$ cat src/rtl/instruction_encoder_loader_if.sv
// ---------------------------------------------------------------------------
// instruction_encoder_loader_if
// Bundle of the field-level producer handshake and the instruction-memory
// write port used by instruction_encoder_loader.
//   master : the producer / memory side (drives session control, fields,
//            memStall; observes inReady, write port and status)
//   slave  : the encoder/loader itself
// Signals:
//   start, baseAddr                       session control
//   inValid, inReady, inLast              bundle handshake
//   fmt, opcode, rsAdd, rtAdd, shift,
//   immediate, label, offset              instruction fields
//   memWe, memAddr, memData, memStall     memory write port
//   done, overflow, wordCount             session status
// ---------------------------------------------------------------------------
interface instruction_encoder_loader_if #(
   parameter int ADDR_W = 10
);
   logic              start;
   logic [ADDR_W-1:0] baseAddr;
   logic              inValid;
   logic              inReady;
   logic              inLast;
   logic [1:0]        fmt;
   logic [5:0]        opcode;
   logic [4:0]        rsAdd;
   logic [4:0]        rtAdd;
   logic [4:0]        shift;
   logic [20:0]       immediate;
   logic [25:0]       label;
   logic [15:0]       offset;
   logic              memWe;
   logic [ADDR_W-1:0] memAddr;
   logic [31:0]       memData;
   logic              memStall;
   logic              done;
   logic              overflow;
   logic [ADDR_W:0]   wordCount;

   modport master (
      output start, baseAddr, inValid, inLast, fmt, opcode, rsAdd, rtAdd,
             shift, immediate, label, offset, memStall,
      input  inReady, memWe, memAddr, memData, done, overflow, wordCount
   );

   modport slave (
      input  start, baseAddr, inValid, inLast, fmt, opcode, rsAdd, rtAdd,
             shift, immediate, label, offset, memStall,
      output inReady, memWe, memAddr, memData, done, overflow, wordCount
   );
endinterface

$ cat src/rtl/instruction_encoder_loader.sv
// ---------------------------------------------------------------------------
// instruction_encoder_loader
// Packs KGP-RISC instruction fields into 32-bit words and writes them to
// consecutive instruction-memory word addresses starting at baseAddr.
// A 2-entry FIFO between the field handshake and the memory write port
// absorbs arbiter stalls while keeping 1 word/cycle throughput.
// Ports:
//   clk  : clock, rising edge
//   rst  : synchronous reset, active-low
//   bus  : instruction_encoder_loader_if.slave (handshake, fields,
//          memory write port, done/overflow/wordCount status)
// ---------------------------------------------------------------------------
module instruction_encoder_loader #(
   parameter int ADDR_W = 10
) (
   input logic                         clk,
   input logic                         rst,
   instruction_encoder_loader_if.slave bus
);

   typedef enum logic [2:0] {
      S_IDLE,
      S_LOAD,
      S_DRAIN,
      S_DONE,
      S_ERROR
   } state_t;

   state_t            state;
   logic [ADDR_W-1:0] ptr;
   logic [ADDR_W:0]   wcount;
   logic              done_r;
   logic              ovf_r;

   // FIFO entry: {last flag, encoded word}
   logic [32:0]       fifo [2];
   logic              rd_idx;
   logic              wr_idx;
   logic [1:0]        count;

   logic [31:0]       enc_word_p0;
   logic              in_ready;
   logic              mem_we;
   logic              push;
   logic              pop;
   logic              head_last;
   logic              at_end;

   function automatic logic [31:0] encode(
      input logic [1:0]  fmt,
      input logic [5:0]  opcode,
      input logic [4:0]  rs,
      input logic [4:0]  rt,
      input logic [4:0]  sh,
      input logic [20:0] imm,
      input logic [25:0] lbl,
      input logic [15:0] off
   );
      logic [31:0] w;
      case (fmt)
         2'd0:    w = {opcode, rs, rt, sh, 11'b0};
         2'd1:    w = {opcode, rs, imm};
         2'd2:    w = {opcode, lbl};
         default: w = {opcode, rs, rt, off};
      endcase
      return w;
   endfunction

   always_comb begin
      enc_word_p0 = encode(bus.fmt, bus.opcode, bus.rsAdd, bus.rtAdd,
                           bus.shift, bus.immediate, bus.label, bus.offset);
   end

   // inReady depends only on registered state, never on memStall
   assign in_ready  = (state == S_LOAD) && (count != 2'd2);
   assign mem_we    = ((state == S_LOAD) || (state == S_DRAIN)) && (count != 2'd0);
   assign push      = bus.inValid && in_ready;
   assign pop       = mem_we && !bus.memStall;
   assign head_last = fifo[rd_idx][32];
   assign at_end    = &ptr;

   assign bus.inReady   = in_ready;
   assign bus.memWe     = mem_we;
   assign bus.memAddr   = ptr;
   // gated so the data bus reads zero whenever no write is requested
   assign bus.memData   = mem_we ? fifo[rd_idx][31:0] : 32'd0;
   assign bus.done      = done_r;
   assign bus.overflow  = ovf_r;
   assign bus.wordCount = wcount;

   // --- stage p0 -> FIFO storage: encoded word and last flag ---
   always_ff @(posedge clk) begin
      if (push) begin
         fifo[wr_idx] <= {bus.inLast, enc_word_p0};
      end
   end

   always_ff @(posedge clk) begin
      if (!rst) begin
         state  <= S_IDLE;
         ptr    <= '0;
         wcount <= '0;
         done_r <= 1'b0;
         ovf_r  <= 1'b0;
         count  <= 2'd0;
         rd_idx <= 1'b0;
         wr_idx <= 1'b0;
      end else begin
         case (state)
            S_IDLE, S_DONE, S_ERROR: begin
               if (bus.start) begin
                  state  <= S_LOAD;
                  ptr    <= bus.baseAddr;
                  wcount <= '0;
                  done_r <= 1'b0;
                  ovf_r  <= 1'b0;
                  count  <= 2'd0;
                  rd_idx <= 1'b0;
                  wr_idx <= 1'b0;
               end
            end
            S_LOAD, S_DRAIN: begin
               if (push) begin
                  wr_idx <= ~wr_idx;
               end
               if (pop) begin
                  rd_idx <= ~rd_idx;
               end
               count <= count + 2'(push) - 2'(pop);
               if (push && bus.inLast) begin
                  state <= S_DRAIN;
               end
               if (pop) begin
                  wcount <= wcount + (ADDR_W+1)'(1);
                  // ptr parks at the top address instead of wrapping
                  if (!at_end) begin
                     ptr <= ptr + ADDR_W'(1);
                  end
                  if (head_last) begin
                     state  <= S_DONE;
                     done_r <= 1'b1;
                  end else if (at_end) begin
                     // address space exhausted: discard whatever is queued
                     state <= S_ERROR;
                     ovf_r <= 1'b1;
                     count <= 2'd0;
                  end
               end
            end
            default: state <= S_IDLE;
         endcase
      end
   end

endmodule

$ cat src/flat_wrapper.sv
// flat-port wrapper written by rule: the top's interface ports become plain ports
module instruction_encoder_loader_flat 
#(
   parameter int ADDR_W = 10
)
  (clk, rst, bus_start, bus_baseAddr, bus_inValid, bus_inLast, bus_fmt, bus_opcode, bus_rsAdd, bus_rtAdd, bus_shift, bus_immediate, bus_label, bus_offset, bus_memStall, bus_inReady, bus_memWe, bus_memAddr, bus_memData, bus_done, bus_overflow, bus_wordCount);
  instruction_encoder_loader_if #(.ADDR_W(ADDR_W)) bus_i ();
  input logic clk;
  input logic rst;
  input wire logic [$bits(bus_i.start)-1:0] bus_start;
  input wire logic [$bits(bus_i.baseAddr)-1:0] bus_baseAddr;
  input wire logic [$bits(bus_i.inValid)-1:0] bus_inValid;
  input wire logic [$bits(bus_i.inLast)-1:0] bus_inLast;
  input wire logic [$bits(bus_i.fmt)-1:0] bus_fmt;
  input wire logic [$bits(bus_i.opcode)-1:0] bus_opcode;
  input wire logic [$bits(bus_i.rsAdd)-1:0] bus_rsAdd;
  input wire logic [$bits(bus_i.rtAdd)-1:0] bus_rtAdd;
  input wire logic [$bits(bus_i.shift)-1:0] bus_shift;
  input wire logic [$bits(bus_i.immediate)-1:0] bus_immediate;
  input wire logic [$bits(bus_i.label)-1:0] bus_label;
  input wire logic [$bits(bus_i.offset)-1:0] bus_offset;
  input wire logic [$bits(bus_i.memStall)-1:0] bus_memStall;
  output wire logic [$bits(bus_i.inReady)-1:0] bus_inReady;
  output wire logic [$bits(bus_i.memWe)-1:0] bus_memWe;
  output wire logic [$bits(bus_i.memAddr)-1:0] bus_memAddr;
  output wire logic [$bits(bus_i.memData)-1:0] bus_memData;
  output wire logic [$bits(bus_i.done)-1:0] bus_done;
  output wire logic [$bits(bus_i.overflow)-1:0] bus_overflow;
  output wire logic [$bits(bus_i.wordCount)-1:0] bus_wordCount;
  assign bus_i.start = bus_start;
  assign bus_i.baseAddr = bus_baseAddr;
  assign bus_i.inValid = bus_inValid;
  assign bus_i.inLast = bus_inLast;
  assign bus_i.fmt = bus_fmt;
  assign bus_i.opcode = bus_opcode;
  assign bus_i.rsAdd = bus_rsAdd;
  assign bus_i.rtAdd = bus_rtAdd;
  assign bus_i.shift = bus_shift;
  assign bus_i.immediate = bus_immediate;
  assign bus_i.label = bus_label;
  assign bus_i.offset = bus_offset;
  assign bus_i.memStall = bus_memStall;
  assign bus_inReady = bus_i.inReady;
  assign bus_memWe = bus_i.memWe;
  assign bus_memAddr = bus_i.memAddr;
  assign bus_memData = bus_i.memData;
  assign bus_done = bus_i.done;
  assign bus_overflow = bus_i.overflow;
  assign bus_wordCount = bus_i.wordCount;
  instruction_encoder_loader #(.ADDR_W(ADDR_W)) u_core (.clk(clk), .rst(rst), .bus(bus_i));
endmodule
$ cat config.mk
export PLATFORM = sky130hd
export DESIGN_NAME = instruction_encoder_loader_flat
export DESIGN_NICKNAME = d
export VERILOG_FILES = /design/src/rtl/instruction_encoder_loader_if.sv /design/src/rtl/instruction_encoder_loader.sv /design/src/flat_wrapper.sv
export SDC_FILE = /design/constraint.sdc
export NUM_CORES = 1
export LEC_CHECK = 0
export ABC_CLOCK_PERIOD_IN_PS = 4200
export CAP_MARGIN = 20
export CORE_MARGIN = 5
export CORE_UTILIZATION = 30
export CTS_BUF_LIST = sky130_fd_sc_hd__clkbuf_16
export CTS_CLUSTER_DIAMETER = 60
export DETAILED_ROUTE_END_ITERATION = 16
export HOLD_SLACK_MARGIN = 0.03
export PLACE_DENSITY_LB_ADDON = 0.2
export REMOVE_ABC_BUFFERS = 1
export SYNTH_ARGS = -nofsm -noshare
export SYNTH_HDL_FRONTEND = slang
export SYNTH_SLANG_ARGS = --single-unit
$ cat constraint.sdc
create_clock -name clk -period 4.2 [get_ports clk]
set_clock_uncertainty 0.1 [all_clocks]
set_input_delay 0.84 -clock clk [delete_from_list [all_inputs] [get_ports clk]]
set_output_delay 0.84 -clock clk [all_outputs]
set_load 0.05 [all_outputs]
Word-level counts from Yosys, hierarchy flattened
Memories as Yosys holds them, arrays and structs flattened. A register that Yosys moved wholly into a read port is not among the register bits. Cells that the tools add are included.

Flip-flop bits (word level): 30. Latch bits: 0. Bits in writable memories: 66. ROM bits: 0. Logic and storage cells: 85. Memories kept: 1.

Add/sub/neg operators: 4. $mul: 0. Div/mod/pow operators: 0. Order comparisons: 0. Eq/ne operators: 14. Shift operators: 0. Multiplexer cells: 36. Bitwise operators: 2. Reductions and logical operators: 20.

Memories: u_core.fifo (depth 2, bits a word 33, read ports 1, clocked after memory_dff 1, write ports 1, RTL line instruction_encoder_loader.sv:36) `logic [32:0] fifo [2];`.

Operators by type and width (count): $pmux W26 S3 (1); $mux W32 (1); $mux W10 (3); $mux W11 (2); $pmux W11 S2 (1); $pmux W10 S2 (1); $mux W3 (5); $mux W1 (12); $add A11 B1 Y11 const B (1); $add A10 B1 Y10 const B (1); $reduce_and A10 Y1 (1); $mux W2 (4); $ne A2 B1 Y1 const B (4); $ne A2 B2 Y1 const B (4); $pmux W1 S2 (4); $reduce_and A4 Y1 (2); $eq A3 B2 Y1 const B (2); $pmux W3 S2 (1); $reduce_and A3 Y1 (2); $logic_and A1 B1 Y1 (5); $reduce_and A5 Y1 (1); $pmux W2 S2 (1); $reduce_bool A2 Y1 (2); $eq A3 B1 Y1 const B (1); other kinds (13) (14).

Logic depth before layout (Yosys ltp)
Gate-level depths: netlist of the first run.

Depth in word-level cells: 9. Depth in mapped cells: 10.

Worst setup path before layout of the first run
No wires, ideal clock.

Kind: input to register. Start point: input bus_inValid. End point: memory u_core.fifo[0][0] (enable). Library setup time: 0.428 ns. Arrival: 2.763 ns. Required time: 3.672 ns. Slack: 0.909 ns. Stages on the path: 2. Buffers on the path: 0. Cells stage by stage: nor4b_2 -> nor2b_1.

Cells in the longest elaborated chain, start to end: 3.

RTL lines: start, declared (RTL line flat_wrapper.sv:12) `input wire logic [$bits(bus_i.inValid)-1:0] bus_inValid;`; $logic_and A1 B1 Y1 (RTL line instruction_encoder_loader.sv:77) `assign push = bus.inValid && in_ready;`; $mux W1 (RTL line instruction_encoder_loader.sv:93) `if (push) begin`; $mux W1 (implied by the code) (RTL line instruction_encoder_loader.sv:94) `fifo[wr_idx] <= {bus.inLast, enc_word_p0};`; end, declared (RTL line instruction_encoder_loader.sv:36).

Every way passes these cells.

Final worst setup path of the first run
Start point: register u_core.state[1]. End point: output bus_memData[28].

Cells in the longest elaborated chain, start to end: 4.

RTL lines: start, declared (RTL line instruction_encoder_loader.sv:29) `state_t state;`; start signal, assigned (RTL line instruction_encoder_loader.sv:100) `state <= S_IDLE;`; start signal, assigned (RTL line instruction_encoder_loader.sv:112) `state <= S_LOAD;`; start signal, assigned (RTL line instruction_encoder_loader.sv:131) `state <= S_DRAIN;`; $eq A3 B1 Y1 / $eq A3 B2 Y1 (equally long branches) (RTL line instruction_encoder_loader.sv:76) `assign mem_we = ((state == S_LOAD) || (state == S_DRAIN)) && (count != 2'd0);`; $logic_or A1 B1 Y1 (*) (RTL line instruction_encoder_loader.sv:76); $logic_and A1 B1 Y1 (*) (RTL line instruction_encoder_loader.sv:76); $mux W32 (*) (RTL line instruction_encoder_loader.sv:86) `assign bus.memData = mem_we ? fifo[rd_idx][31:0] : 32'd0;`; end, declared (RTL line flat_wrapper.sv:26) `output wire logic [$bits(bus_i.memData)-1:0] bus_memData;`.

Mark *: on every way between the ends. The rest lies on a longest branch, timed or not.

==> results of run 1 <==
## power by group
| part | internal (mW) | total (mW) | switching, mW |
|---|---|---|---|
| logic | 0.204 | 0.422 | 0.218 |
| clock network | 0.460 | 0.817 | 0.357 |
| registers | 1.06 | 1.09 | 0.0245 |
| total | 1.73 | 2.33 | 0.599 |
## registers in the layout, summed over array words and instances (netlist names), named ones only
| name | cells |
|---|---|
| u_core.wr_idx | 1 |
| u_core.state | 3 |
| u_core.count | 2 |
| u_core.rd_idx | 1 |
| u_core.fifo | 66 |
| u_core.bus.done | 1 |
| u_core.bus.wordCount | 11 |
| u_core.bus.overflow | 1 |
| u_core.bus.memAddr | 10 |
## kinds of logic (layout without fill, tap and decap cells)
kind of cell               after synthesis  after routing  synth area share, %
AOI/OAI and AO/OA                       74             74                 11.0
and+or+nand+nor                        136            136                 14.2
xor gates and xnor gates                13             13                 2.67
adders and majority gates                4              4                 1.04
buffers and inverters                   31            186                 2.93
DFF                                     97             97                 54.0
muxes                                   60             60                 14.2
## placed cells by master, fill, tap and decap left out, types with 6 or more instances in the layout
cell type and n:
nand3_1 9, edfxtp_1 66, dfxtp_1 30, mux2i_1 38
o21ai_0 8, nor2_1 61, nand2_1 24, buf_4 7
clkbuf_16 9, a21oi_1 23, xnor2_1 11, mux2_2 17
nor2b_1 7, a22o_1 11, clkdlybuf4s50_1 157, nor3_1 6
## how the worst min path moves through the flow
stage                                    startpoint                              endpoint  slack (ns)  cells after the start
6_report           u_core.bus.overflow$_SDFFE_PN0P_      u_core.bus.overflow$_SDFFE_PN0P_        0.39                      2
5_1_grt        u_core.bus.wordCount[1]$_SDFFE_PN0N_  u_core.bus.wordCount[1]$_SDFFE_PN0N_        0.43                      2
4_1_cts            u_core.bus.overflow$_SDFFE_PN0P_      u_core.bus.overflow$_SDFFE_PN0P_        0.40                      2
3_5_place_dp       u_core.bus.overflow$_SDFFE_PN0P_      u_core.bus.overflow$_SDFFE_PN0P_        0.38                      2
3_3_place_gp           u_core.bus.done$_SDFFE_PN0P_          u_core.bus.done$_SDFFE_PN0P_        0.36                      2
2_1_floorplan            u_core.wr_idx$_SDFFE_PN0P_            u_core.wr_idx$_SDFFE_PN0P_        0.37                      2
## routing by layer
layer  up-vias  share of wire [%]  global-route usage [%]
li1       1842                  -                       -
met1      1795                 43                    17.3
met2       110                 50                    23.8
met3        14                5.6                    3.35
met4         0                1.4                    4.54
met5         -                  0                       0
## critical path: cells and delay by family, from the launching register on
family	cells	cell delay, ns
buffers and inverters	2	1.09
AOI/OAI and AO/OA	1	0.06
and+or+nand+nor	2	0.33
DFF	1	0.58
xor gates and xnor gates	1	0.18
## stage by stage
| step | total power, mW | setup WS [ns] | hold slack, ns |
|---|---|---|---|
| after floorplan | 1.33 | 0.822 | 0.371 |
| after global placement | 1.53 | 1.08 | 0.362 |
| after detailed placement | 1.53 | 1.04 | 0.383 |
| after CTS | 2.35 | 0.630 | 0.399 |
| after global routing | 2.43 | 0.513 | 0.428 |
| final | 2.33 | 0.654 | 0.391 |
## cell type report
type / instances / area, um^2 / share of cell area [%]
tap: 216 / 270 / 3.90
multi-input combinational: 287 / 2090 / 30.2
clock buffer: 9 / 225 / 3.25
clock inverter: 7 / 71.3 / 1.03
inverter: 5 / 18.8 / 0.271
sequential: 97 / 2600 / 37.6
timing repair buffer: 165 / 1640 / 23.7
==> impl_metrics.tcl, run 1 <==
set metrics [dict create \
    critPathMaxStageDelay_ns 0.84 \
    r2r_cells 6 \
    min_path_type "register to register" \
    synth_edf_count 66 \
    post-route-drc-count 0 \
    fin_cells 786 \
    min_period_ns 3.55 \
    place_congestion 0.810 \
    cts.clk_slew.worst_paths_ns 0.07 \
    cts_root_buf "clkbuf_16" \
    coreArea_mm2 0.0158 \
    path_cells "xnor2_2 -> nor2_2 -> o21ai_2 -> buf_4 -> nor2_1 -> clkdlybuf4s50_1" \
    vias_per_cell 4.78 \
    async_flop_share_pct 0 \
    antenna_found_initial 0 \
    nets 671 \
    syn_to_final_growth_pct 43.6 \
    dieArea_mm2 0.0187 \
    synth-seq-cells 97 \
    ys_warn_count 0 \
    wl_um 13000 \
    dp_cells 770 \
    grt_util_all_layers_pct 13.9 \
    final-hold-violation-count 0 \
    endpoint "bus_memData[28]" \
    ant_nets 0 \
    cts_tree "yes" \
    postCtsSetupBuffers 0 \
    max_freq_mhz 282 \
    clock-sinks 97 \
    synthTopCellsByCount "edfxtp_1, nor2_1, mux2i_1" \
    synth_cells 415 \
    fp-row-count 46 \
    io_pins 159 \
    worst_slew_pin_slew_ns 0.942 \
    drv_slew 0 \
    clkLatencyLatePin_ns 0.34 \
    ir_drop_uv 175 \
    end_kind "primary output" \
    cp-start-kind "register" \
    cts_hold_buf 0 \
    grt_setup_unrepaired "false" \
    setup_viol 0 \
    drive_gt1_share_pct 12.1 \
    grt_remaining_overflow 0 \
    synth_area_mm2 0.00482 \
    ctsResizeCount 0 \
    crit_path_start "u_core.state[1]$_SDFFE_PN0P_" \
    die_h_um 137 \
    h-tree-depth 3 \
    power_leakage_nw 2.29 \
    stdcell_area_mm2 0.00692 \
    hpwlAfterDp_um 9380 \
    slew_headroom_pct 37.0 \
    synth.largest_area_cell "edfxtp_1" \
    diodes 0 \
    grt_pass1_wl_um 20100 \
    cp_max_fo 33 \
    cp_data_required_time_ns 3.26 \
    cts_buffers 9 \
    power.density_mw_per_mm2 336 \
    ff2ff_setup_slack_ns 1.66 \
    period_share_pct 84.4 \
    tns_ns 0 \
    post-route-util_pct 43.7 \
    synth.most_common_cell "edfxtp_1" \
    synth_top_area_share_pct 41.1 \
    synth_area_per_cell_um2 11.6 \
    status "finished, final reports clean" \
    clockBufferDepth 2 \
    die_x_um 137 \
    initial_utilization_pct 30.5 \
    place_area_mm2 0.00663 \
    port_buffers 158 \
    grt_max_degree 34 \
    fillCellCount 1466 \
    wl_per_cell_um 16.6 \
    critPathSlowestCell "clkdlybuf4s50_1" \
    drt_pass1_iterations 4 \
    vias 3761 \
    r2r-end "u_core.state[1]$_SDFFE_PN0P_" \
    max-cap-violations 0 \
    seq_area_frac_synth_pct 54.0 \
    drt_iter0_drc 188 \
    yosysUniqueCellTypes 56 \
    arrival_ns 2.61 \
    netlist_top_cells_area "edfxtp_1, dfxtp_1, mux2i_1, nor2_1, mux2_2" \
    path_class "register to primary output" \
    grt_pass1_vias 3848 \
    ys.flop_type "edfxtp_1" \
]
(Power assumes the default switching activity.)
==> run 2, diff against run 1 <==
ABC_CLOCK_PERIOD_IN_PS = 3160   (was 4200)
clock period = 3.16 ns   (was 4.2 ns; I/O delays follow)
==> run 2 against run 1 <==
Compared with the run above: die area unchanged; worst hold slack got worse by 0.019 ns; cell count increased by 0.76%.
==> impl_metrics.tcl, run 2 (synthesis gave the netlist of run 1 again) <==
set metrics [dict create \
    grt_pass1_vias 3734 \
    final-hold-violation-count 0 \
    min_from "u_core.bus.overflow$_SDFFE_PN0P_" \
    drv_slew 0 \
    ctsResizeCount 0 \
    cts_root_buf "clkbuf_16" \
    drt_pass1_iterations 4 \
    largest-register "u_core.fifo" \
    crit_buf_inv 1 \
    fp-row-count 46 \
    place_congestion 0.809 \
    die_x_um 137 \
    grt_util_all_layers_pct 13.6 \
    wl_um 12700 \
    grt_pass1_wl_um 19700 \
    grt_setup_unrepaired "false" \
    grt_max_degree 34 \
    crit_path_start "u_core.state[0]$_SDFFE_PN0P_" \
    cts_buffers 9 \
    p_switching_uw 768 \
    min_path_type "register to register" \
    final_common_cell "clkdlybuf4s50_1" \
    drt_iter0_drc 212 \
    power.density_mw_per_mm2 430 \
    nets 677 \
    dieArea_mm2 0.0187 \
    critPathSlowestCell "clkdlybuf4s50_1" \
    hpwlAfterDp_um 9530 \
    max-cap-violations 0 \
    coreArea_mm2 0.0158 \
    critical-path-top-delay-family "buffers and inverters" \
    p_clk_share_pct 35.9 \
    cts_tree "yes" \
    p_seq_share_pct 46.1 \
    cp_max_fo 7 \
    critPathMaxStageDelay_ns 0.84 \
    min_period_ns 2.81 \
    ir_drop_uv 308 \
    setup_viol 0 \
    end_kind "primary output" \
    period_share_pct 89.0 \
    vias 3735 \
    vias_per_cell 4.72 \
    dp_cells 776 \
    arrival_ns 2.08 \
    max_freq_mhz 356 \
    antenna_found_initial 0 \
    stdcell_area_mm2 0.00733 \
    post-route-drc-count 0 \
    h-tree-depth 3 \
    slew_headroom_pct 55.4 \
    drive_gt1_share_pct 18.4 \
    clock-sinks 97 \
    path_class "register to primary output" \
    swShare_pct 24.4 \
    io_pins 159 \
    power_leakage_nw 2.49 \
    wl_per_cell_um 16.1 \
    grt_remaining_overflow 0 \
    largest_reg_flops 66 \
    place_area_mm2 0.00702 \
    diodes 0 \
    cp_data_required_time_ns 2.43 \
    die_h_um 137 \
    status "finished, final reports clean" \
    clkLatencyLatePin_ns 0.34 \
    power.internal_mw 2.38 \
    cts_hold_buf 0 \
    path_cells "nand2b_1 -> nor3_1 -> clkdlybuf4s50_1" \
    layout_common_cells "clkdlybuf4s50_1, edfxtp_1, nor2_1, mux2i_1, buf_12" \
    port_buffers 158 \
    cp-start-kind "register" \
    initial_utilization_pct 30.5 \
    worst_slew_pin_slew_ns 0.669 \
    fin_cells 792 \
    syn_to_final_growth_pct 52.0 \
    ant_nets 0 \
    tns_ns 0 \
    fillCellCount 1455 \
    postCtsSetupBuffers 0 \
    pwr-share-comb_pct 18.0 \
    cts.clk_slew.worst_paths_ns 0.06 \
    clockBufferDepth 2 \
]
run 2: cell types whose count changed in the layout (fill, tap and decap cells not counted):
cell	change
clkinv_2	+1
bufinv_16	+1
inv_1	+1
buf_12	+34
clkinvlp_4	-2
clkdlybuf4s50_1	-32
buf_4	+4
clkinv_4	-1
run 2: cell type report:
| type | count | area [um^2] | area share (%) |
|---|---|---|---|
| flip-flops and latches | 97 | 2600 | 35.5 |
| multi-input cells | 287 | 2090 | 28.5 |
| repair buffers | 171 | 2030 | 27.8 |
| well taps | 216 | 270 | 3.69 |
| clock buffers | 9 | 225 | 3.07 |
| clock inverters | 7 | 86.3 | 1.18 |
| inverters | 5 | 18.8 | 0.256 |
run 2: stage by stage:
step	power [mW]	util [%]	worst slack (ns)	hold slack, ns
after floorplan	1.77	-	-0.00967	0.371
after global placement	2.04	44.3	0.523	0.361
after detailed placement	2.05	44.3	0.436	0.364
after CTS	3.20	46.3	0.292	0.380
after global routing	3.29	46.3	0.171	0.414
final	3.15	46.3	0.348	0.372
run 2: final timing paths:
kind / to / slack [ns] / cells after the start
worst min-delay path: u_core.bus.overflow$_SDFFE_PN0P_ / 0.37 / 2
worst max-delay path: bus_inReady / 0.35 / 3
worst min register to register: u_core.bus.overflow$_SDFFE_PN0P_ / 0.37 / 2
worst max register to register: u_core.state[1]$_SDFFE_PN0P_ / 0.83 / 5
run 2: tightest hold or removal path: cells and delay by family, from the launching register on:
kind,cells,cell delay (ns)
AND/OR/NAND/NOR,1,0.07
flip-flops,1,0.33
AO/OA/AOI/OAI,1,0.04
run 2: power by group through the flow:
stage / Sequential (mW) / Clock (mW) / Combinational (mW)
after floorplan: 1.54 / 0 / 0.237
after global placement: 1.48 / 0 / 0.564
after detailed placement: 1.48 / 0 / 0.570
after CTS: 1.45 / 1.17 / 0.573
after global routing: 1.46 / 1.22 / 0.611
final: 1.45 / 1.13 / 0.567
run 2: per-layer routing:
metal	up-vias	track usage (%)	part of all wire, %
li1	1844	-	-
met1	1773	17.6	45
met2	106	22.3	48
met3	12	3.31	6.2
met4	0	4.26	1.2
met5	-	0	0
==> run 3, diff against run 2 <==
CTS_BUF_LIST = sky130_fd_sc_hd__clkbuf_4 sky130_fd_sc_hd__clkbuf_8 sky130_fd_sc_hd__clkbuf_16   (was sky130_fd_sc_hd__clkbuf_16)
GPL_TIMING_DRIVEN = 0   (was unset)
==> run 3 against run 2 <==
Compared with the run above: flip-flop and latch count stayed put; clock power grew 9.7%; register-to-register slack lost 0.33 ns; core utilization down 2.2 points; worst setup slack lost 0.21 ns; critical endpoint is now bus_memData[18]; first-iteration DRC count up 40%; cell area decreased by 4.8%; combinational power fell by 2%; non-clock buffer count fell by 8; maximum frequency decreased by 7.1%; power increased by 3.3%.
==> impl_metrics.tcl, run 3 (synthesis gave the netlist of run 1 again) <==
set metrics [dict create \
    vias 3771 \
    power_leakage_nw 2.49 \
    wl_per_cell_um 16.7 \
    end_kind "primary output" \
    dp_slack_ns -0.327 \
    syn_to_final_growth_pct 44.7 \
    power.density_mw_per_mm2 466 \
    cts.clk_slew.worst_paths_ns 0.07 \
    hpwlAfterDp_um 9360 \
    clockBufferDepth 2 \
    cts_hold_buf 0 \
    cts_buffers 9 \
    place_congestion 0.802 \
    initial_utilization_pct 30.5 \
    fp-row-count 46 \
    drv_slew 0 \
    grt_max_degree 34 \
    period_share_pct 95.8 \
    min_path_type "register to register" \
    max-cap-violations 0 \
    finalPower_mw 3.25 \
    port_buffers 158 \
    min_period_ns 3.03 \
    h-tree-depth 3 \
    dieArea_mm2 0.0187 \
    drive_gt1_share_pct 12.2 \
    layout_common_cells "clkdlybuf4s50_1, edfxtp_1, nor2_1, mux2i_1, dfxtp_1" \
    drt_iter0_drc 296 \
    die_x_um 137 \
    final_common_cell "clkdlybuf4s50_1" \
    grt_pass1_vias 3878 \
    setup_viol 0 \
    path_class "register to primary output" \
    r2r_cells 5 \
    diodes 0 \
    fin_cells 783 \
    final-hold-violation-count 0 \
    clock-sinks 97 \
    fin_ws_ns 0.134 \
    drt_pass1_iterations 4 \
    cts_root_buf "clkbuf_16" \
    nets 669 \
    cp_max_fo 29 \
    min_path_cells 2 \
    fillCellCount 1488 \
    clkLatencyLatePin_ns 0.34 \
    worst_slew_pin_slew_ns 0.965 \
    grt_remaining_overflow 0 \
    arrival_ns 2.29 \
    largest-register "u_core.fifo" \
    vias_per_cell 4.82 \
    grt_util_all_layers_pct 13.9 \
    cp-start-kind "register" \
    cts_tree "yes" \
    ant_nets 0 \
    slew_headroom_pct 35.3 \
    ir_drop_uv 237 \
    max_freq_mhz 330 \
    dp_cells 766 \
    antenna_found_initial 0 \
    coreArea_mm2 0.0158 \
    grt_pass1_wl_um 20100 \
    status "finished, final reports clean" \
    largest_reg_flops 66 \
    post-route-drc-count 0 \
    io_pins 159 \
    cp_data_required_time_ns 2.43 \
    die_h_um 137 \
    grt_setup_unrepaired "false" \
    wl_um 13100 \
]
run 3: timing repair:
item / CTS / global route
endpoints found under the setup margin: 33 / 3
gates resized for setup: 36 / 3
pin swaps: 1 / 0
buffers inserted: 1 / 0
run 3: critical path, stage by stage (launching register included):
cell and delay (ns):
dfxtp_1 0.57, xnor2_2 0.20, nor2_4 0.19, o21ai_4 0.11, buf_12 0.18, nor2_1 0.11
dlygate4sd2_1 0.56
run 3: worst paths after layout:
path | from | to | slack (ns)
setup / recovery | u_core.state[1]$_SDFFE_PN0P_ | bus_memData[18] | 0.13
hold / removal | u_core.bus.overflow$_SDFFE_PN0P_ | u_core.bus.overflow$_SDFFE_PN0P_ | 0.39
setup reg to reg | u_core.state[1]$_SDFFE_PN0P_ | u_core.bus.memAddr[5]$_SDFFE_PN0P_ | 0.50
hold reg to reg | u_core.bus.overflow$_SDFFE_PN0P_ | u_core.bus.overflow$_SDFFE_PN0P_ | 0.39
run 3: cell type report:
type | count | area, um^2 | share of cell area (%)
tap | 216 | 270 | 3.87
clock buffer | 10 | 233 | 3.34
multi-input combinational | 287 | 2100 | 30.1
sequential | 97 | 2600 | 37.3
timing repair buffer | 163 | 1640 | 23.6
inverter | 5 | 18.8 | 0.269
clock inverter | 5 | 105 | 1.51
run 3: per-layer routing:
layer	share of wire [%]	track usage, %	vias to the layer above	routed length (um)
li1	-	-	1829	-
met1	42	16.8	1803	5540
met2	50	24.2	122	6530
met3	5.8	3.20	17	760
met4	1.8	5.04	0	239
met5	0	0	-	0
run 3: where the power goes:
part	internal (mW)	switching (mW)
sequential	1.41	0.0451
clock	0.778	0.464
combinational	0.274	0.280
run 3: per-stage QoR:
stage	util (%)	setup TNS (ns)	area [um^2]	hold WS (ns)
after global routing	44.1	0	6980	0.431
after global placement	41.4	-113.36	6550	0.379
after floorplan	-	-0.310	4700	0.371
after detailed placement	41.9	-11.50	6630	0.382
final	44.1	0	6980	0.393
after CTS	43.9	0	6940	0.398
==> RTL edit 1: new RTL, flow settings as in run 1 <==
`ADDR_W` is set to 10 in 3 places; all go to 9.
--- a/src/rtl/instruction_encoder_loader_if.sv
+++ b/src/rtl/instruction_encoder_loader_if.sv
@@ -15,5 +15,5 @@
 // ---------------------------------------------------------------------------
 interface instruction_encoder_loader_if #(
-   parameter int ADDR_W = 10
+   parameter int ADDR_W = 9
 );
    logic              start;
--- a/src/rtl/instruction_encoder_loader.sv
+++ b/src/rtl/instruction_encoder_loader.sv
@@ -12,5 +12,5 @@
 // ---------------------------------------------------------------------------
 module instruction_encoder_loader #(
-   parameter int ADDR_W = 10
+   parameter int ADDR_W = 9
 ) (
    input logic                         clk,
--- a/src/flat_wrapper.sv
+++ b/src/flat_wrapper.sv
@@ -2,5 +2,5 @@
 module instruction_encoder_loader_flat 
 #(
-   parameter int ADDR_W = 10
+   parameter int ADDR_W = 9
 )
   (clk, rst, bus_start, bus_baseAddr, bus_inValid, bus_inLast, bus_fmt, bus_opcode, bus_rsAdd, bus_rtAdd, bus_shift, bus_immediate, bus_label, bus_offset, bus_memStall, bus_inReady, bus_memWe, bus_memAddr, bus_memData, bus_done, bus_overflow, bus_wordCount);
Interface: changed (resized bus_baseAddr, bus_memAddr and bus_wordCount); port bits go from 159 to 156. No check against the original RTL was run, so the function may have changed too.
==> RTL edit 1 against run 1 <==
Combinational power fell by 14%. Final area shrank 2.2%. Via count shrank 3.9%. Sequential cell count down 2. Routed wire length is 6.6% lower. Clock power increased by 4.9%. Total power shrank 1.7%. Synthesized cell count shrank 2.9%. Critical path depth fell by 1. Area after synthesis is 2.9% lower. Worst setup slack got worse by 0.12 ns. Critical endpoint is now bus_memData[19].
==> RTL edit 1: results (changes against run 1) <==
.. list-table::
   :header-rows: 1

   * - Metric
     - Value
   * - Detailed route wirelength on metal3
     - 815 um (+12%)
   * - Fraction of final layout cells with drive strength greater than 1
     - 10.1% (-2.0 points)
   * - Via count
     - 3614 (-3.9%)
   * - Multiplexer fraction of the synthesized cell area
     - 14.4% (+0.18 points)
   * - Fraction of the mapped netlist area in adder cells
     - 1.34% (+0.30 points)
   * - Tot GR Track Use
     - 13.0% (-0.87 points)
   * - Met1 WL
     - 5.59 mm (-0.71%)
   * - Cell count after placement
     - 749 (-2.7%)
   * - Post-Route WL
     - 12.2 mm (-6.6%)
   * - Hold slack
     - 0.375 ns (-0.0162 ns)
   * - Arrival @ worst endpoint
     - 2.72 ns (+0.11 ns)
   * - Met2 usage in global routing
     - 21.1% (-2.7 points)
   * - Met1 Track Usage GR
     - 17.0% (-0.27 points)
   * - Syn avg cell area
     - 11.6 um^2 (about the same)
   * - R2R Setup Slk
     - 1.38 ns (-0.28 ns)
   * - Cell variety after synth
     - 52 (-7.1%)
   * - Synth Area in Compound Gates
     - 10.1% (-0.85 points)
   * - Total Nets Final
     - 655 (-2.4%)
   * - Detailed-placement wirelength estimate
     - 8.69 mm (-7.3%)
   * - Global placement routability congestion
     - 0.828 (+2.2%)
   * - First-pass GRT wire length
     - 18.9 mm (-5.7%)
   * - Setup crit end
     - bus_memData[19]
   * - Detailed Route Iter0 Violations
     - 148 (-21%)
   * - Number of buffer cells added on primary ports
     - 155 (-1.9%)
   * - Sequential cell area fraction in the yosys report
     - 54.7% (+0.75 points)
   * - Parity-gate share of the synthesized area counting xor and xnor cells
     - 2.43% (-0.24 points)
   * - Setup crit start
     - u_core.state[1]
   * - Worst ir drop on vdd
     - 0.000135 V (-23%)
   * - Tightest Pin Transition
     - 0.904 ns (-0.0380 ns)
   * - Area contributors post-synth
     - edfxtp_1 42%, dfxtp_1 12%, mux2i_1 8.1%
   * - Result of the run
     - finished, final reports clean
   * - Routed length per placed instance
     - 15.9 um (-4.1%)
   * - Crit Reg-Reg Endpoint
     - u_core.bus.memAddr[6]
   * - Commonest cells in the synthesized netlist
     - 66 x edfxtp_1, 59 x nor2_1, 38 x mux2i_1, 29 x dfxtp_1, 26 x nand2_1
   * - Ant. Diodes
     - 0 (unchanged)
   * - Met2 wirelength from detailed routing
     - 5.61 mm (-14%)
   * - Capture endpoint of the worst hold path
     - u_core.bus.memAddr[8]
   * - Fraction of met3 tracks used by global routing
     - 3.28% (-0.067 points)
   * - Startpoint of the worst register-to-register path
     - u_core.bus.memAddr[0]
   * - Path depth of the worst reg2reg path
     - 9 (+3)
   * - Vias in the first global route
     - 3692 (-4.1%)
   * - Standard cell area after detailed placement
     - 6460 um^2 (-2.5%)
-- RTL edit 1: changes by cell type after synthesis, sizes merged, moves of 3 or more --
cell / delta
nor3b: -4
o31ai: -4
o21ai: -6
a21o: +3
a21oi: -5
nor2: -3
o211ai: -3
inv: +3
-- RTL edit 1: worst reg2reg max path, stage by stage, from the launching register on --
cell and delay, ns:
dfxtp_1 0.35, ha_1 0.25, nand3_1 0.13, nor2_1 0.09, and3_1 0.19, ha_1 0.26, or4_1 0.52, and3_1 0.41
o21bai_1 0.27, a21oi_1 0.18
-- RTL edit 1: cell families (layout without fill, tap and decap cells) --
kind of cell | Yosys count | after routing
AND/OR/NAND/NOR | 134 | 134
flip-flops | 95 | 95
AO/OA/AOI/OAI | 63 | 63
multiplexers | 59 | 59
buffers and inverters | 34 | 185
XOR/XNOR | 13 | 13
adder cells (fa/ha/maj) | 5 | 5
-- RTL edit 1: power by group --
| group | switching, W | internal, W | leakage (nW) |
|---|---|---|---|
| combinational | 0.000175 | 0.000189 | 1.27 |
| clock | 0.000340 | 0.000516 | 0.148 |
| sequential | 0.0000271 | 0.00104 | 0.840 |
| total | 0.000543 | 0.00174 | 2.26 |
-- RTL edit 1: metrics by stage --
step | setup slack [ns] | power, W | utilization, %
3_3_place_gp | 0.951 | 0.00145 | 42.3
5_1_grt | 0.336 | 0.00237 | 44.4
4_1_cts | 0.495 | 0.00232 | 44.4
2_1_floorplan | 0.621 | 0.00127 | -
3_5_place_dp | 0.880 | 0.00145 | 42.3
6_report | 0.536 | 0.00229 | 44.4
-- RTL edit 1: cell type report --
cell class                 count  area [um^2]
timing repair buffer         161         1620
clock inverter                 7         87.6
multi-input combinational    274         1980
sequential                    95         2560
fill                        1446         8490
tap                          211          264
inverter                       8         30.0
clock buffer                   9          225
==> RTL edit 2: new RTL, flow settings as in run 1 <==
Made on the original files. Encoding of `state_t`: now one-hot (5 bits for 5 states).
--- a/src/rtl/instruction_encoder_loader.sv
+++ b/src/rtl/instruction_encoder_loader.sv
@@ -19,10 +19,10 @@
 );
 
-   typedef enum logic [2:0] {
-      S_IDLE,
-      S_LOAD,
-      S_DRAIN,
-      S_DONE,
-      S_ERROR
+   typedef enum logic [4:0] {
+      S_IDLE  = 5'b00001,
+      S_LOAD  = 5'b00010,
+      S_DRAIN = 5'b00100,
+      S_DONE  = 5'b01000,
+      S_ERROR = 5'b10000
    } state_t;
 
Formal check against the unedited RTL: same outputs for any inputs over 4 cycles, from zero or initial values and one cycle with rst low; so few cycles prove little.
==> RTL edit 2 against run 1 <==
Worst setup slack gained 0.40 ns. Total power shrank 3.6%. Largest cell class unchanged. Die area grew 1.3%. Final area is essentially flat. Critical path type unchanged. Hold slack lost 0.022 ns. Sequential cell count grew 2. Highest routed layer unchanged. Via count grew 4.9%. Combinational power shrank 17%. Sequential share of layout area grew 0.56 points. Area after synthesis grew 1.3%. Maximum frequency grew 13%. Routed wire length grew 1.8%.
==> RTL edit 2: results (changes against run 1) <==
.. list-table::
   :header-rows: 1

   * - Metric
     - Value
   * - Result of the run
     - finished, final reports clean
   * - Commonest cells in the synthesized netlist
     - 66 x edfxtp_1, 52 x nor2_1, 38 x mux2i_1, 33 x dfxtp_1, 32 x a21oi_1
   * - Path depth of the worst reg2reg path
     - 9 (+3)
   * - Sequential cell area fraction in the yosys report
     - 54.1% (+0.10 points)
   * - Worst setup timing slack at the placement stage
     - 1.03 ns (-0.00121 ns)
   * - Tot GR Track Use
     - 13.7% (-0.22 points)
   * - Net switching fraction of the power
     - 24.0% (-1.8 points)
   * - Capture endpoint of the worst hold path
     - u_core.bus.done
   * - Via count
     - 3944 (+4.9%)
   * - Crit Reg-Reg Endpoint
     - u_core.count[1]
   * - First-pass GRT wire length
     - 20.3 mm (+1.0%)
   * - CP Max Fanout
     - 8 (-76%)
   * - R2R Setup Slk
     - 1.33 ns (-0.33 ns)
   * - Worst hold path startpoint
     - u_core.bus.done
   * - Hold slack
     - 0.369 ns (-0.0218 ns)
   * - Cell count after placement
     - 789 (+2.5%)
   * - Setup crit start
     - u_core.state[0]
   * - Fraction of final layout cells with drive strength greater than 1
     - 15.0% (+2.9 points)
   * - Global placement routability congestion
     - 0.777 (-4.1%)
   * - Final non-filler cell total
     - 804 (+2.3%)
   * - Number of standard cells after synthesis
     - 430 (+3.6%)
   * - LEAKAGE
     - 2.38 nW (+4.0%)
   * - Detailed Route Iter0 Violations
     - 140 (-26%)
   * - Tightest Pin Transition
     - 0.925 ns (-0.0177 ns)
   * - Arrival @ worst endpoint
     - 2.21 ns (-0.40 ns)
   * - Detailed-placement wirelength estimate
     - 9.58 mm (+2.2%)
   * - Worst ir drop on vdd
     - 0.000168 V (-4.1%)
   * - Routed length per placed instance
     - 16.5 um (-0.49%)
   * - Area contributors post-synth
     - edfxtp_1 41%, dfxtp_1 14%, mux2i_1 7.8%
   * - Total Nets Final
     - 690 (+2.8%)
## RTL edit 2: cell type report
class	count	area, um^2
clock buffers	9	225
well taps	216	270
multi-input cells	301	2150
inverters	7	26.3
fillers	1521	9020
repair buffers	166	1550
flip-flops and latches	99	2640
clock inverters	6	57.6
## RTL edit 2: how the worst max path moves through the flow
stage | slack, ns | cells past startpoint | end
finish | 1.05 | 3 | bus_inReady
global route | 0.93 | 5 | bus_memData[1]
CTS | 1.01 | 3 | bus_inReady
detailed placement | 1.03 | 6 | u_core.bus.memAddr[7]
global placement | 1.10 | 6 | u_core.bus.wordCount[9]
floorplan | 0.40 | 4 | bus_memData[0]
## RTL edit 2: per-layer routing
layer	global-route usage (%)	share of wire, %	up-vias	wire, um
met3	3.14	7.4	12	984
met4	4.55	1.2	0	159
met5	0	0	-	0
li1	-	-	1947	-
met1	17.5	45	1853	5950
met2	22.8	47	132	6160
## RTL edit 2: power by group through the flow
stage	registers, W	logic (W)	clock network, W
after floorplan	0.00115	0.000146	0
after global placement	0.00112	0.000348	0
after detailed placement	0.00112	0.000354	0
after CTS	0.00110	0.000356	0.000823
after global routing	0.00110	0.000379	0.000869
final	0.00110	0.000352	0.000792
## RTL edit 2: cells by family (layout without fill, tap and decap cells)
logic type / count (synthesis) / after routing / share of synthesized area, %
mux: 60 / 60 / 14.0
compound gates: 99 / 99 / 14.0
flops: 99 / 99 / 54.1
simple gates: 132 / 132 / 13.5
xor+xnor: 6 / 6 / 1.08
fa+ha+maj: 4 / 4 / 1.02
buf+inv: 30 / 188 / 2.36
## RTL edit 2: worst max-delay path, delay by kind of cell (launching register included)
family / cells / cell delay [ns]
buffers and inverters: 1 / 0.83
and+or+nand+nor: 2 / 0.65
DFF: 1 / 0.39
